$ cat src/rtl/mult_8x8_seq_ctrl.sv
// mult_8x8_seq_ctrl
//   Sequencing controller for an 8x8 approximate multiply that time-shares one external
//   combinational 4x4 sub-multiplier. An accepted operand pair is split into four nibble
//   quadrants (Q0..Q3). They are issued one per cycle, each with its own approximation
//   mode. The shifted partial products are summed into a 16-bit accumulator, and the
//   product is returned over a valid/ready handshake.
//
// Build option
//   ZERO_SKIP_EN : when defined, quadrants with a zero A or B nibble are not issued.
//                  If every quadrant is zero, the result is returned one cycle after accept.
//
// Parameters
//   QMODE      2-bit mode per quadrant, [1:0]=Q0 .. [7:6]=Q3 (0=LM-NC, 2=LM-2)
//
// Ports
//   clk        clock, rising edge
//   rst        synchronous reset, active-high
//   in_valid   operand request
//   in_ready   ready to accept operands (idle only)
//   A, B       8-bit operands, sampled on in_valid & in_ready
//   out_valid  R valid, held until out_ready
//   out_ready  consumer accepts R
//   R          16-bit product
//   busy       operation in flight (calculating or holding a result)
//   sub_a      sub-multiplier nibble operand A
//   sub_b      sub-multiplier nibble operand B
//   sub_sel    sub-multiplier mode for the issued quadrant
//   sub_r      sub-multiplier result, combinational from sub_a/sub_b/sub_sel

module mult_8x8_seq_ctrl #(
   parameter logic [7:0] QMODE = 8'hA0
) (
   input  logic        clk,
   input  logic        rst,
   input  logic        in_valid,
   output logic        in_ready,
   input  logic [7:0]  A,
   input  logic [7:0]  B,
   output logic        out_valid,
   input  logic        out_ready,
   output logic [15:0] R,
   output logic        busy,
   output logic [3:0]  sub_a,
   output logic [3:0]  sub_b,
   output logic [1:0]  sub_sel,
   input  logic [7:0]  sub_r
);

   typedef enum logic [1:0] {StIdle, StCalc, StDone} state_e;

   state_e      state;
   logic [7:0]  a_q;
   logic [7:0]  b_q;
   logic [15:0] acc;
   logic [1:0]  qcnt;

   // Q1 and Q3 take the high nibble of B; Q2 and Q3 take the high nibble of A.
   function automatic logic [3:0] nib_a(input logic [1:0] q, input logic [7:0] a);
      return q[1] ? a[7:4] : a[3:0];
   endfunction

   function automatic logic [3:0] nib_b(input logic [1:0] q, input logic [7:0] b);
      return q[0] ? b[7:4] : b[3:0];
   endfunction

   function automatic logic [1:0] sel_of(input logic [1:0] q);
      return QMODE[{q, 1'b0} +: 2];
   endfunction

   // Lowest quadrant at or after 'start' that must be issued. Returns {found, quadrant}.
   function automatic logic [2:0] find_q(input logic [2:0] start, input logic [7:0] a,
                                         input logic [7:0] b);
      logic [2:0] res;
      res = 3'b000;
      for (int i = 3; i >= 0; i--) begin
         if (3'(i) >= start) begin
`ifdef ZERO_SKIP_EN
            if (nib_a(2'(i), a) != 4'd0 && nib_b(2'(i), b) != 4'd0) begin
               res = {1'b1, 2'(i)};
            end
`else
            res = {1'b1, 2'(i)};
`endif
         end
      end
      return res;
   endfunction

   logic [2:0]  first_q;
   logic [2:0]  next_q;
   logic [15:0] pp;
   logic [15:0] acc_nxt;

   always_comb begin
      first_q = find_q(3'd0, A, B);
      next_q  = find_q({1'b0, qcnt} + 3'd1, a_q, b_q);
      unique case (qcnt)
         2'd0:    pp = {8'b0, sub_r};
         2'd1,
         2'd2:    pp = {4'b0, sub_r, 4'b0};
         default: pp = {sub_r, 8'b0};
      endcase
      // Wraps modulo 2^16: approximate partial products may overshoot the true product.
      acc_nxt = acc + pp;
   end

   always_ff @(posedge clk) begin
      if (rst) begin
         state     <= StIdle;
         in_ready  <= 1'b1;
         out_valid <= 1'b0;
         busy      <= 1'b0;
         R         <= 16'd0;
         acc       <= 16'd0;
         qcnt      <= 2'd0;
         a_q       <= 8'd0;
         b_q       <= 8'd0;
         sub_a     <= 4'd0;
         sub_b     <= 4'd0;
         sub_sel   <= 2'd0;
      end else begin
         unique case (state)
            StIdle: begin
               if (in_valid && in_ready) begin
                  a_q      <= A;
                  b_q      <= B;
                  acc      <= 16'd0;
                  in_ready <= 1'b0;
                  busy     <= 1'b1;
                  if (first_q[2]) begin
                     state   <= StCalc;
                     qcnt    <= first_q[1:0];
                     sub_a   <= nib_a(first_q[1:0], A);
                     sub_b   <= nib_b(first_q[1:0], B);
                     sub_sel <= sel_of(first_q[1:0]);
                  end else begin
                     // Nothing to issue: the product is zero.
                     state     <= StDone;
                     R         <= 16'd0;
                     out_valid <= 1'b1;
                  end
               end
            end
            StCalc: begin
               acc <= acc_nxt;
               if (next_q[2]) begin
                  qcnt    <= next_q[1:0];
                  sub_a   <= nib_a(next_q[1:0], a_q);
                  sub_b   <= nib_b(next_q[1:0], b_q);
                  sub_sel <= sel_of(next_q[1:0]);
               end else begin
                  state     <= StDone;
                  R         <= acc_nxt;
                  out_valid <= 1'b1;
                  qcnt      <= 2'd0;
                  sub_a     <= 4'd0;
                  sub_b     <= 4'd0;
                  sub_sel   <= 2'd0;
               end
            end
            StDone: begin
               if (out_ready) begin
                  state     <= StIdle;
                  out_valid <= 1'b0;
                  in_ready  <= 1'b1;
                  busy      <= 1'b0;
               end
            end
            default: begin
               state <= StIdle;
            end
         endcase
      end
   end

endmodule
$ cat config.mk
export PLATFORM = sky130hd
export DESIGN_NAME = mult_8x8_seq_ctrl
export DESIGN_NICKNAME = d
export VERILOG_FILES = /design/src/rtl/mult_8x8_seq_ctrl.sv
export SDC_FILE = /design/constraint.sdc
export NUM_CORES = 1
export LEC_CHECK = 0
export CORE_UTILIZATION = 35
export CTS_CLUSTER_SIZE = 12
export DETAILED_ROUTE_END_ITERATION = 7
export GPL_ROUTABILITY_DRIVEN = 0
export PLACE_DENSITY = 0.66
export SLEW_MARGIN = 0
export SYNTH_ARGS = -nofsm -noshare
export SYNTH_HDL_FRONTEND = slang
export SYNTH_SLANG_ARGS = --single-unit
$ cat constraint.sdc
create_clock -name clk -period 4.1 [get_ports clk]
set_input_delay 0.615 -clock clk [delete_from_list [all_inputs] [get_ports clk]]
set_output_delay 0.615 -clock clk [all_outputs]
set_load 0.005 [all_outputs]
# Word level (Yosys, flattened, before mapping)

Index checks and enable logic that the tools add are counted.

Register bits: 65
Bits in latches: 0
Bits in writable memories: 0
Memory bits (read-only): 0
Output and inout bits: 29
Logic and storage cells: 72
Memories: 0

Add/subtract/negate cells: 2
Multipliers: 0
Div/mod/pow operators: 0
Order comparisons: 4
Equality and inequality tests: 7
Shift-type cells: 1
Mux-type cells: 32
Bitwise operators: 1
Reductions and logical operators: 13

Operators by type and width:

| kind                     | count |
|---|---|
| $pmux W16 S2             | 2 |
| $mux W4                  | 6 |
| $add A16 B16 Y16         | 1 |
| $mux W16                 | 1 |
| $pmux W4 S2              | 2 |
| $mux W2                  | 6 |
| $mux W3                  | 4 |
| $reduce_and A3 Y1        | 3 |
| $pmux W2 S2              | 2 |
| $shiftx A8 B4 Y2 const A | 1 |
| $ge A1 B3 Y1 const A     | 2 |
| $ge A2 B3 Y1 const A     | 2 |
| $ne A2 B2 Y1 const B     | 3 |
| $pmux W1 S2              | 3 |
| $pmux W2 S3              | 1 |
| $reduce_and A2 Y1        | 3 |
| $reduce_bool A2 Y1       | 3 |
| $mux W1                  | 5 |
| $eq A2 B1 Y1 const B     | 2 |
| $eq A2 B2 Y1 const B     | 2 |
| $logic_not A2 Y1         | 2 |
| $add A2 B1 Y3 const B    | 1 |
| $reduce_or A2 Y1         | 1 |
| $logic_and A1 B1 Y1      | 1 |
| $not A1 Y1               | 1 |

# Logic depth before layout (Yosys ltp)

Gate-level depths: netlist of the first run.

Depth after elaboration: 9
Mapped depth: 12
Gate-level depth less buffers: 11

# Worst setup path after synthesis of the first run

No wires, ideal clock.

Kind: reg2reg
Start point: register, netlist name sub_sel[1]
End point: register R[15]
Data arrival time: 2,975 ps
Data required time: 4,009 ps
Setup slack: 1,034 ps
Cell stages (with the launch flop): 13
Buffers on the path: 2
Clock period less this slack: 3,066 ps
Cell sequence: dfxtp_1 > inv_1 > ha_1 > buf_1 > nor2b_1 > a22o_1 > ha_1 > clkbuf_2 > a21oi_1 > o21ai_1 > a221o_1 > or3_1 > a311oi_1

RTL lines:

| item                 | RTL line | source |
|---|---|---|
| end signal, assigned | 153      | `R <= acc_nxt;` |
| end, declared        | 41       | `output logic [15:0] R,` |

==> summary.txt, run 1 <==
status = completed
peak supply drop = 0.217 mV
clk slew on worst S/H paths = 80 ps
routed wire length = 9.43 mm
crit path time final = 3390 ps
worst rel slew slack = 0.444
io pins = 57
Setup Skew = 7.30 ps
Ys Warns = 0
synthesized area = 3500 um^2
Via density = 5.46
Final Worst Setup Slack = 711 ps
share of layout cells above drive strength 1 = 0.0739
first-pass GRT wire length = 15.6 mm
Detail Route Antenna Nets = 0
Mean Syn Cell Area = 7.91 um^2
Main synth FF type = dfxtp_1
pre-CTS setup slack = 678 ps
FMAX = 295 MHz
Leak = 0.00164 uW
post-synthesis sequential area ratio = 0.361
ANT cells = 0
CP Class = reg2reg
M2 GR Usage = 0.310
setup bufs post-CTS = 0
Starting Density = 0.359
hold crit path type = reg2reg
number of vias in the routed layout = 3,385
Num CTS Buffers = 9
post-DP HPWL = 6.61 mm
Clock Latency Late Sink = 350 ps
Pwr Density = 356 nW/um^2
H-tree depth = 3
clk root buf = clkbuf_8
number of flops mapped to enable cells by yosys = 0
critical path arrival = 3660 ps
global routing usage on met3 = 0.0575
cell area after layout = 4320 um^2
CTS tree = done
Most Crowded Layer GR = met2
top-count cell post-synth = nand2_1
Max-Cap Viols = 0
Worst path slowest cell = ha_1
Final Cycle Share = 0.827
core area = 9730 um^2
post_cts resized = 0
Finished Core Util = 0.444
Post-synth ARST share = 0
synth top area cells = dfxtp_1 (36%), nand2_1 (8.7%), a21oi_1 (7.4%)
Final Setup Violations = 0
Final Hold Viols = 0
Area after DPL = 4120 um^2
final setup TNS = 0 ps
Final nets = 530
Critical Path Start Type = flop
syn nets = 490
port buffer count = 55
Multi-input gate area = 2080 um^2
crit path max fanout = 20
Distinct cells, synth = 58
Yosys top cell by area = dfxtp_1
Final Power = 1540 uW
num rows = 36
Remaining DRCs = 0
drt pass-1 iters = 5
Routed WL per cell = 15.2 um
Yosys reg bits = 63
Final Max Slew Viols = 0
initial antenna violation count = 0
die height = 102 um
vias in the first global route = 3,310
RSZ-0062 raised after global routing = no
CP endpoint kind = flop
Gate Count Post-Synth = 442
# hold bufs at CTS = 0
grt ovf = 0
Filler Cell Count = 1,001
Clock Sinks = 63
register area = 1260 um^2
Required @ worst endpoint = 4370 ps
First DRT Iteration DRCs = 135
Synth top area share = 0.361
Crit path largest cell delay = 580 ps
Die Footprint = 10,400 um^2
die outline width = 102 um
clock buffer depth = 2
grt met1 use = 0.249
worst path cell trace = ha_1 > nor2b_1 > and2_1 > ha_1 > fa_1 > a21o_1 > a221oi_2 > o21bai_1 > and4_2 > nor4_1
measured slew at the worst slew-check pin = 831 ps
largest net degree at the start of global routing = 47
Most common cell on crit path = ha_1
All-Layer GR Usage = 0.194
area grow syn2layout = 23.6%
top post-synthesis cells by count = nand2_1 (81), dfxtp_1 (63), a21oi_1 (52), nor2_1 (29), o21ai_0 (23)
kinds of logic after synthesis:
group / after synthesis / synth area share
XOR/XNOR: 7 / 0.0175
adder cells (fa/ha/maj): 20 / 0.0737
multiplexers: 8 / 0.0258
AND/OR/NAND/NOR: 178 / 0.242
flip-flops: 63 / 0.361
AO/OA/AOI/OAI: 128 / 0.234
buffers and inverters: 37 / 0.0451
other: 1 / 0.00107
metal layers:
| layer | vias to the layer above | wire length [um] |
|---|---|---|
| met4 | 0 | 167 |
| met3 | 16 | 847 |
| met2 | 136 | 4230 |
| li1 | 1661 | - |
| met1 | 1572 | 4180 |
| met5 | - | 0 |
final timing paths:
path | start | to | slack [ps] | cells after the start
setup / recovery | sub_sel[1] | R[12] | 710 | 10
hold / removal | a_q[2] | a_q[2] | 450 | 2
setup reg to reg | sub_sel[1] | R[12] | 710 | 10
hold reg to reg | a_q[2] | a_q[2] | 450 | 2
per-stage QoR:
stage                     hold WS (ps)  instances
after floorplan                    432        442
after global placement             439        604
after detailed placement           446        604
after CTS                          456        620
after global routing               480        620
final                              455        620
registers in the layout, summed over array words and instances (netlist names):
register   cells
sub_b          4
sub_sel        1
acc           16
qcnt           1
state          2
busy           1
R             16
out_valid      1
a_q            8
sub_a          4
b_q            8
in_ready       1
worst max-delay path, delay by kind of cell, from the launching register on:
family                     cells  cell delay (ps)
adders and majority gates      3             1200
AOI/OAI and AO/OA              3              860
and+or+nand+nor                4              830
DFF                            1              400
layout make-up:
class,count,share of cell area
clock inverters,6,0.0159
clock buffers,10,0.0318
well taps,133,0.0385
repair buffers,60,0.135
flip-flops and latches,63,0.292
inverters,6,0.00521
multi-input cells,342,0.482
where the power goes:
part | switching, uW | internal (uW) | leakage [uW] | total, uW
sequential | 18.8 | 643 | 0.000513 | 661
combinational | 173 | 130 | 0.00103 | 303
clock | 274 | 300 | 0.000103 | 575
total | 466 | 1070 | 0.00164 | 1540
placed cells by master, fill, tap and decap left out, types with 3 or more instances in the layout:
cell / count
nor3b_1: 5
xnor2_1: 5
inv_1: 6
nand4_1: 5
clkdlybuf4s50_1: 54
nor2b_1: 4
ha_1: 19
nand3_1: 17
dfxtp_1: 63
nand3b_1: 6
o21ai_0: 23
or3_1: 5
nor3_1: 4
a211oi_1: 9
buf_4: 5
a22oi_1: 4
nand2_1: 81
nor2_1: 29
mux2_2: 8
nand2b_1: 3
a21oi_1: 52
clkbuf_8: 10
a211o_1: 5
and2_1: 8
o211ai_1: 4
a21o_1: 5
Note: power is estimated with default switching activity, not from simulation.
==> inputs of run 2 (changes only) <==
Settings changed: PLACE_DENSITY 0.66 to 0.68.
Clock period 4.1 ns to 2.8 ns, I/O delays scaled along.
==> summary.txt, run 2 (synthesis results as in run 1) <==
status = completed
Finished Core Util = 0.511 (+0.0666)
clock buffer depth = 2 (unchanged)
Most common cell on crit path = a21o_1
number of vias in the routed layout = 3,612 (+6.7%)
most frequent cells in the layout = nand2_1 (80), dfxtp_1 (61), clkdlybuf4s50_1 (54), buf_4 (54), a21oi_1 (47)
area grow syn2layout = 42.1%
R2R depth = 10 (unchanged)
r2r startpoint = qcnt[0]
post-DP HPWL = 7.32 mm (+11%)
routed wire length = 10.4 mm (+11%)
CP bufs+invs = 1 (+1)
clk root buf = clkbuf_8
CP Capture Point = R[15]
Final Worst Setup Slack = 32.6 ps (-678 ps)
num rows = 36 (unchanged)
final setup TNS = 0 ps (unchanged)
most common cell after layout, fill and taps aside = nand2_1
cell depth of the worst setup path = 10 (unchanged)
flop-to-flop setup slack = 30 ps (-680 ps)
Crit Reg-Reg Endpoint = R[15]
Top Registers = R x16, acc x16
RSZ-0062 raised after global routing = yes
Critical Path Start Type = flop
CTS tree = done
# hold bufs at CTS = 0 (unchanged)
Final Hold Viols = 0 (unchanged)
peak supply drop = 0.325 mV (+49%)
Clock Latency Late Sink = 360 ps (about the same)
hold crit path type = reg2reg
Routed WL per cell = 15.5 um (+2.2%)
Max-Cap Viols = 0 (unchanged)
initial antenna violation count = 0 (unchanged)
largest net degree at the start of global routing = 44 (-6.4%)
Crit. Startpoint = qcnt[0]
min-delay src = R[5]
CP Class = reg2reg
Final Setup Violations = 0 (unchanged)
ANT cells = 0 (unchanged)
Crit path largest cell delay = 390 ps (-190 ps)
port buffer count = 55 (unchanged)
Filler Cell Count = 947 (-5.4%)
measured slew at the worst slew-check pin = 820 ps (-10.8 ps)
crit path time final = 2770 ps (-622 ps)
Clock Sinks = 63 (unchanged)
worst rel slew slack = 0.453 (+0.00923)
Setup Skew = 12.1 ps (+4.75 ps)
worst path cell trace = inv_2 > ha_4 > nor2b_2 > a22o_1 > ha_2 > a21o_1 > a21o_1 > a221o_1 > or3_1 > a311oi_1
Via density = 5.38 (-1.6%)
Final nets = 582 (+9.8%)
vias in the first global route = 3,635 (+9.8%)
Worst path slowest cell = a221o_1
Final Cycle Share = 0.988 (+0.162)
drt pass-1 iters = 4 (-1)
All-Layer GR Usage = 0.209 (+0.0149)
Num CTS Buffers = 9 (unchanged)
core area = 9730 um^2 (unchanged)
Pwr Density = 517 nW/um^2 (+45%)
H-tree depth = 3 (unchanged)
io pins = 57 (unchanged)
Required @ worst endpoint = 3050 ps (-1320 ps)
clk slew on worst S/H paths = 90 ps (about the same)
share of layout cells above drive strength 1 = 0.223 (+0.149)
Top Family by Delay on Critical Path = compound AO/OA/AOI/OAI gates
crit path max fanout = 8 (-60%)
Starting Density = 0.359 (unchanged)
die height = 102 um (unchanged)
First DRT Iteration DRCs = 144 (+6.7%)
Remaining DRCs = 0 (unchanged)
die outline width = 102 um (unchanged)
Leak = 0.00195 uW (+19%)
pre-CTS setup slack = -141 ps (-819 ps)
Final Max Slew Viols = 0 (unchanged)
FMAX = 361 MHz (+22%)
Die Footprint = 10,400 um^2 (unchanged)
grt ovf = 0 (unchanged)
first-pass GRT wire length = 16.9 mm (+8.5%)
Detail Route Antenna Nets = 0 (unchanged)
CP endpoint kind = flop
critical path arrival = 3020 ps (-640 ps)
## run 2: worst min path at each step
| stage | endpoint | slack, ps | depth (start not counted) |
|---|---|---|---|
| after CTS | b_q[7] | 460 | 2 |
| final | R[5] | 450 | 2 |
| after floorplan | acc[10] | 430 | 2 |
| after global routing | R[5] | 470 | 2 |
| after detailed placement | b_q[7] | 450 | 2 |
| after global placement | b_q[4] | 440 | 2 |
## run 2: metrics by stage
| step | hold WS (ps) | cell area (um^2) | power (uW) | cells |
|---|---|---|---|---|
| floorplan | 432 | 3550 | 1280 | 442 |
| global placement | 439 | 4480 | 1500 | 648 |
| detailed placement | 447 | 4480 | 1510 | 648 |
| CTS | 458 | 4740 | 2530 | 665 |
| global route | 471 | 4970 | 2680 | 672 |
| finish | 454 | 4970 | 2570 | 672 |
## run 2: cell type report
| cell class | count | area, um^2 | share of cell area |
|---|---|---|---|
| clock buffers | 9 | 124 | 0.0249 |
| clock inverters | 7 | 125 | 0.0252 |
| inverters | 6 | 22.5 | 0.00453 |
| multi-input cells | 342 | 2280 | 0.460 |
| flip-flops and latches | 63 | 1260 | 0.254 |
| well taps | 133 | 166 | 0.0335 |
| repair buffers | 112 | 985 | 0.198 |
## run 2: tightest hold or removal path: stages, from the launching register on
cell and delay (ps):
dfxtp_1 310, nand2_1 50, a21oi_1 50
## run 2: timing repair
action / in CTS / in global routing
buffers inserted: 1 / 8
endpoints found under the setup margin: 4 / 17
pin swaps: 0 / 19
hold endpoints to repair: 0 / 0
gates resized for setup: 2 / 37
## run 2: routing by layer
layer | routed length, um | track usage | vias to the layer above | part of all wire
li1 | - | - | 1764 | -
met1 | 4480 | 0.261 | 1702 | 0.43
met2 | 5070 | 0.359 | 129 | 0.49
met3 | 718 | 0.0424 | 17 | 0.069
met4 | 177 | 0.0736 | 0 | 0.017
met5 | 0 | 0 | - | 0
## run 2: where the power goes
group	leakage, uW	switching [uW]	total [uW]	internal [uW]
Clock	0.000125	408	1010	604
Combinational	0.00131	303	586	282
Sequential	0.000514	31.2	973	941
==> inputs of run 3 (changes only) <==
Settings changed: SLEW_MARGIN 0 to unset.
==> results of run 3 <==
No change in the layout: final DEF, timing and power equal those of run 2.
==> RTL edit 1, RTL diff (config.mk and constraints of run 1) <==
Add a define of `ZERO_SKIP_EN`.
--- a/src/rtl/mult_8x8_seq_ctrl.sv
+++ b/src/rtl/mult_8x8_seq_ctrl.sv
@@ -26,6 +26,8 @@
 //   sub_b      sub-multiplier nibble operand B
 //   sub_sel    sub-multiplier mode for the issued quadrant
 //   sub_r      sub-multiplier result, combinational from sub_a/sub_b/sub_sel
+
+`define ZERO_SKIP_EN
 
 module mult_8x8_seq_ctrl #(
    parameter logic [7:0] QMODE = 8'hA0
Behaviour: not the same (Yosys sat finds a counterexample within 4 cycles, from zero or initial values and one cycle with rst high).
==> RTL edit 1 against run 1 <==
Routed wire length increased by 8.8%; global-route usage decreased by 0.78 points; setup slack about the same; synthesized area increased by 6.3%; largest cell class unchanged; cell area increased by 6.3%; power increased by 19%; count of clock-buffer cells in the layout increased by 1; sequential cell count unchanged; synthesized cell count increased by 7.5%.
==> RTL edit 1: results (changes against run 1) <==
<table>
<tr><th>Metric</th><th>Value</th></tr>
<tr><th colspan="2">STA</th></tr>
<tr><td>Slew headroom</td><td>31.1% (-13 points)</td></tr>
<tr><td>Setup Skew</td><td>7.69 ps (+0.388 ps)</td></tr>
<tr><th colspan="2">Placed design</th></tr>
<tr><td>Placed cell count</td><td>642 (+6.3%)</td></tr>
<tr><td>DP HPWL</td><td>7240 µm (+9.6%)</td></tr>
<tr><th colspan="2">Setup path</th></tr>
<tr><td>Delay of the slowest cell on the worst path</td><td>390 ps (-190 ps)</td></tr>
<tr><td>Slowest CP cell</td><td>fa_1</td></tr>
<tr><th colspan="2">Synthesis</th></tr>
<tr><td>Synth area leaders</td><td>dfxtp_1, a21oi_1, nand2_1</td></tr>
<tr><td>Fraction of the mapped netlist area in adder cells</td><td>7.27% (-0.10 points)</td></tr>
<tr><td>Mux cell area share after synthesis</td><td>0.538% (-2.0 points)</td></tr>
<tr><td>Library cells used by synthesis</td><td>62 (+6.9%)</td></tr>
<tr><td>Post-Syn Instances</td><td>475 (+7.5%)</td></tr>
<tr><td>Most frequent cells after synthesis</td><td>nand2_1, dfxtp_1, a21oi_1</td></tr>
<tr><td>Parity-gate share of the synthesized area counting xor and xnor cells</td><td>1.65% (-0.10 points)</td></tr>
<tr><th colspan="2">Global routing</th></tr>
<tr><td>Maximum number of pins on one net before global-route repair</td><td>57 (+21%)</td></tr>
<tr><td>GR Layer Usage met3</td><td>4.37% (-1.4 points)</td></tr>
<tr><td>Wire length of the first global-routing pass</td><td>16500 µm (+5.4%)</td></tr>
<tr><td>GR Util met1</td><td>22.5% (-2.5 points)</td></tr>
<tr><th colspan="2">Power</th></tr>
<tr><td>Leakage Power</td><td>1.71 nW (+3.7%)</td></tr>
<tr><td>Peak supply drop</td><td>0.195 mV (-10%)</td></tr>
<tr><th colspan="2">Finish</th></tr>
<tr><td>Cell area after layout</td><td>0.00459 mm² (+6.3%)</td></tr>
<tr><td>Share of cells above drive strength 1</td><td>5.75% (-1.6 points)</td></tr>
<tr><td>Final net count</td><td>566 (+6.8%)</td></tr>
<tr><th colspan="2">Route</th></tr>
<tr><td>Initial detailed-routing violation count</td><td>200 (+48%)</td></tr>
<tr><td>Routed length on met1</td><td>4460 µm (+6.6%)</td></tr>
<tr><td>Per-cell routed wire length</td><td>15.6 µm (+2.5%)</td></tr>
<tr><td>Count of TritonRoute iterations in the first routing pass</td><td>6 (+1)</td></tr>
<tr><td>Amount of wire on met3 after detailed routing</td><td>675 µm (-20%)</td></tr>
<tr><td>Met2 WL</td><td>4950 µm (+17%)</td></tr>
<tr><td>DR vias</td><td>3720 (+9.9%)</td></tr>
<tr><td>Per-cell via count in the routed design</td><td>5.65 (+3.5%)</td></tr>
<tr><th colspan="2">Run status</th></tr>
<tr><td>Status</td><td>completed</td></tr>
</table>
-- RTL edit 1: final cells by class --
class                      count  share of cell area (%)
inverter                      15                    1.23
timing repair buffer          58                    12.4
tap                          136                    3.70
clock buffer                  11                    3.30
clock inverter                 5                    2.26
sequential                    63                    27.5
multi-input combinational    370                    49.7
-- RTL edit 1: where the power goes --
group	switching (mW)	internal [mW]	total (mW)
clock network	0.258	0.437	0.695
logic	0.271	0.183	0.454
registers	0.0316	0.650	0.682
-- RTL edit 1: final timing paths --
kind                    from  endpoint  slack [ps]  cells past startpoint
hold reg to reg         R[8]      R[8]         450                      2
setup / recovery  sub_sel[1]   acc[12]         710                     13
hold / removal          R[8]      R[8]         450                      2
setup reg to reg  sub_sel[1]   acc[12]         710                     13
==> RTL edit 2, RTL diff (config.mk and constraints of run 1) <==
Without the edit above. Encoding of `state_e`: now one-hot (3 bits for 3 states).
--- a/src/rtl/mult_8x8_seq_ctrl.sv
+++ b/src/rtl/mult_8x8_seq_ctrl.sv
@@ -46,7 +46,7 @@
    input  logic [7:0]  sub_r
 );
 
-   typedef enum logic [1:0] {StIdle, StCalc, StDone} state_e;
+   typedef enum logic [2:0] {StIdle = 3'b001, StCalc = 3'b010, StDone = 3'b100} state_e;
 
    state_e      state;
    logic [7:0]  a_q;
Function: same outputs for any inputs over 10 cycles, from zero or initial values and one cycle with rst high; not proved beyond that.
==> RTL edit 2 against run 1 <==
Non-clock buffer count increased by 3; global-route usage decreased by 1.1 points; count of clock-buffer cells in the layout increased by 2; cell area increased by 4.5%; sequential cell count increased by 1; die area increased by 3.9%; setup slack got worse by 110 ps; power decreased by 3.1%; hold slack got worse by 1.9 ps; critical path depth increased by 1; synthesized area increased by 4.0%; routed wire length increased by 2.9%; first-iteration DRC count increased by 72%; sequential share of layout area decreased by 0.83 points; critical endpoint unchanged.
==> RTL edit 2: results (changes against run 1) <==
<table>
<tr><th>Metric</th><th>Value</th></tr>
<tr><th colspan="2">Setup path</th></tr>
<tr><td>Worst Reg2Reg Path Length in Cells</td><td>11 (+1)</td></tr>
<tr><td>Highest fanout seen on the critical path</td><td>6 (-70%)</td></tr>
<tr><td>Arrival time reported for the critical path endpoint</td><td>3750 ps (+90 ps)</td></tr>
<tr><td>Slowest CP cell</td><td>or4b_4</td></tr>
<tr><th colspan="2">STA</th></tr>
<tr><td>Setup Skew</td><td>11.9 ps (+4.59 ps)</td></tr>
<tr><td>Final setup margin</td><td>601 ps (-110 ps)</td></tr>
<tr><td>Worst hold margin</td><td>453 ps (-1.89 ps)</td></tr>
<tr><th colspan="2">Power</th></tr>
<tr><td>Logic gate share of total power</td><td>13.0% (-6.7 points)</td></tr>
<tr><td>Power in combinational cells</td><td>0.194 mW (-36%)</td></tr>
<tr><td>Internal power contribution</td><td>1.11 mW (+3.9%)</td></tr>
<tr><td>Leakage Power</td><td>1.69 nW (+3.0%)</td></tr>
<tr><th colspan="2">Synthesis</th></tr>
<tr><td>Average size of a mapped cell</td><td>7.92 µm² (+0.16%)</td></tr>
<tr><td>Share of synthesized area occupied by flip-flops and latches</td><td>35.2% (-0.84 points)</td></tr>
<tr><td>Most frequent cells after synthesis</td><td>nand2_1, dfxtp_1, a21oi_1</td></tr>
<tr><td>Library cells used by synthesis</td><td>55 (-5.2%)</td></tr>
<tr><th colspan="2">Route</th></tr>
<tr><td>Amount of wire on met3 after detailed routing</td><td>573 µm (-32%)</td></tr>
<tr><td>Sum of routed wire length over all layers</td><td>9700 µm (+2.9%)</td></tr>
<tr><td>Per-cell routed wire length</td><td>15.1 µm (-0.65%)</td></tr>
<tr><td>Met2 WL</td><td>4590 µm (+8.3%)</td></tr>
<tr><td>DR vias</td><td>3498 (+3.3%)</td></tr>
<tr><th colspan="2">Placed design</th></tr>
<tr><td>Placed cell count</td><td>626 (+3.6%)</td></tr>
<tr><td>Area after DPL</td><td>0.00429 mm² (+4.2%)</td></tr>
<tr><td>DP HPWL</td><td>6780 µm (+2.5%)</td></tr>
<tr><td>Worst slack after detailed placement</td><td>562 ps (-116 ps)</td></tr>
<tr><th colspan="2">Finish</th></tr>
<tr><td>Final net count</td><td>552 (+4.2%)</td></tr>
<tr><td>Fill cell instance count of the final layout</td><td>1002 (+0.10%)</td></tr>
<tr><td>Layout Cells excl Fill</td><td>642 (+3.5%)</td></tr>
<tr><th colspan="2">Run status</th></tr>
<tr><td>Status</td><td>completed</td></tr>
<tr><th colspan="2">Global routing</th></tr>
<tr><td>Number of global-route vias before repair</td><td>3339 (+0.88%)</td></tr>
<tr><td>GR Util met1</td><td>22.5% (-2.4 points)</td></tr>
<tr><td>GR Layer Usage met3</td><td>4.82% (-0.92 points)</td></tr>
<tr><td>Maximum number of pins on one net before global-route repair</td><td>55 (+17%)</td></tr>
</table>
-- RTL edit 2: worst max-delay path, delay by kind of cell (launching register included) --
family,cells,cell delay [ps]
AND/OR/NAND/NOR,5,1250
adder cells (fa/ha/maj),3,950
AO/OA/AOI/OAI,2,670
flip-flops,1,410
buffers and inverters,1,110
-- RTL edit 2: area by class of cell --
type,instances,area (µm²),area share [%]
multi-input cells,357,2200,48.7
repair buffers,63,606,13.4
clock buffers,12,155,3.43
clock inverters,4,76.3,1.69
flip-flops and latches,64,1280,28.3
inverters,9,33.8,0.748
well taps,133,166,3.68
-- RTL edit 2: cell families after synthesis --
logic type      share of synthesized area, %
other cells                            0.103
simple gates                            24.5
flops                                   35.2
compound gates                          24.7
buf+inv                                 4.27
xor+xnor                                1.93
fa+ha+maj                               7.09
mux                                     2.20
-- RTL edit 2: worst paths after layout --
path,startpoint,end
min reg2reg,R[1],R[1]
max,sub_sel[1],R[12]
max reg2reg,sub_sel[1],R[12]
min,R[1],R[1]
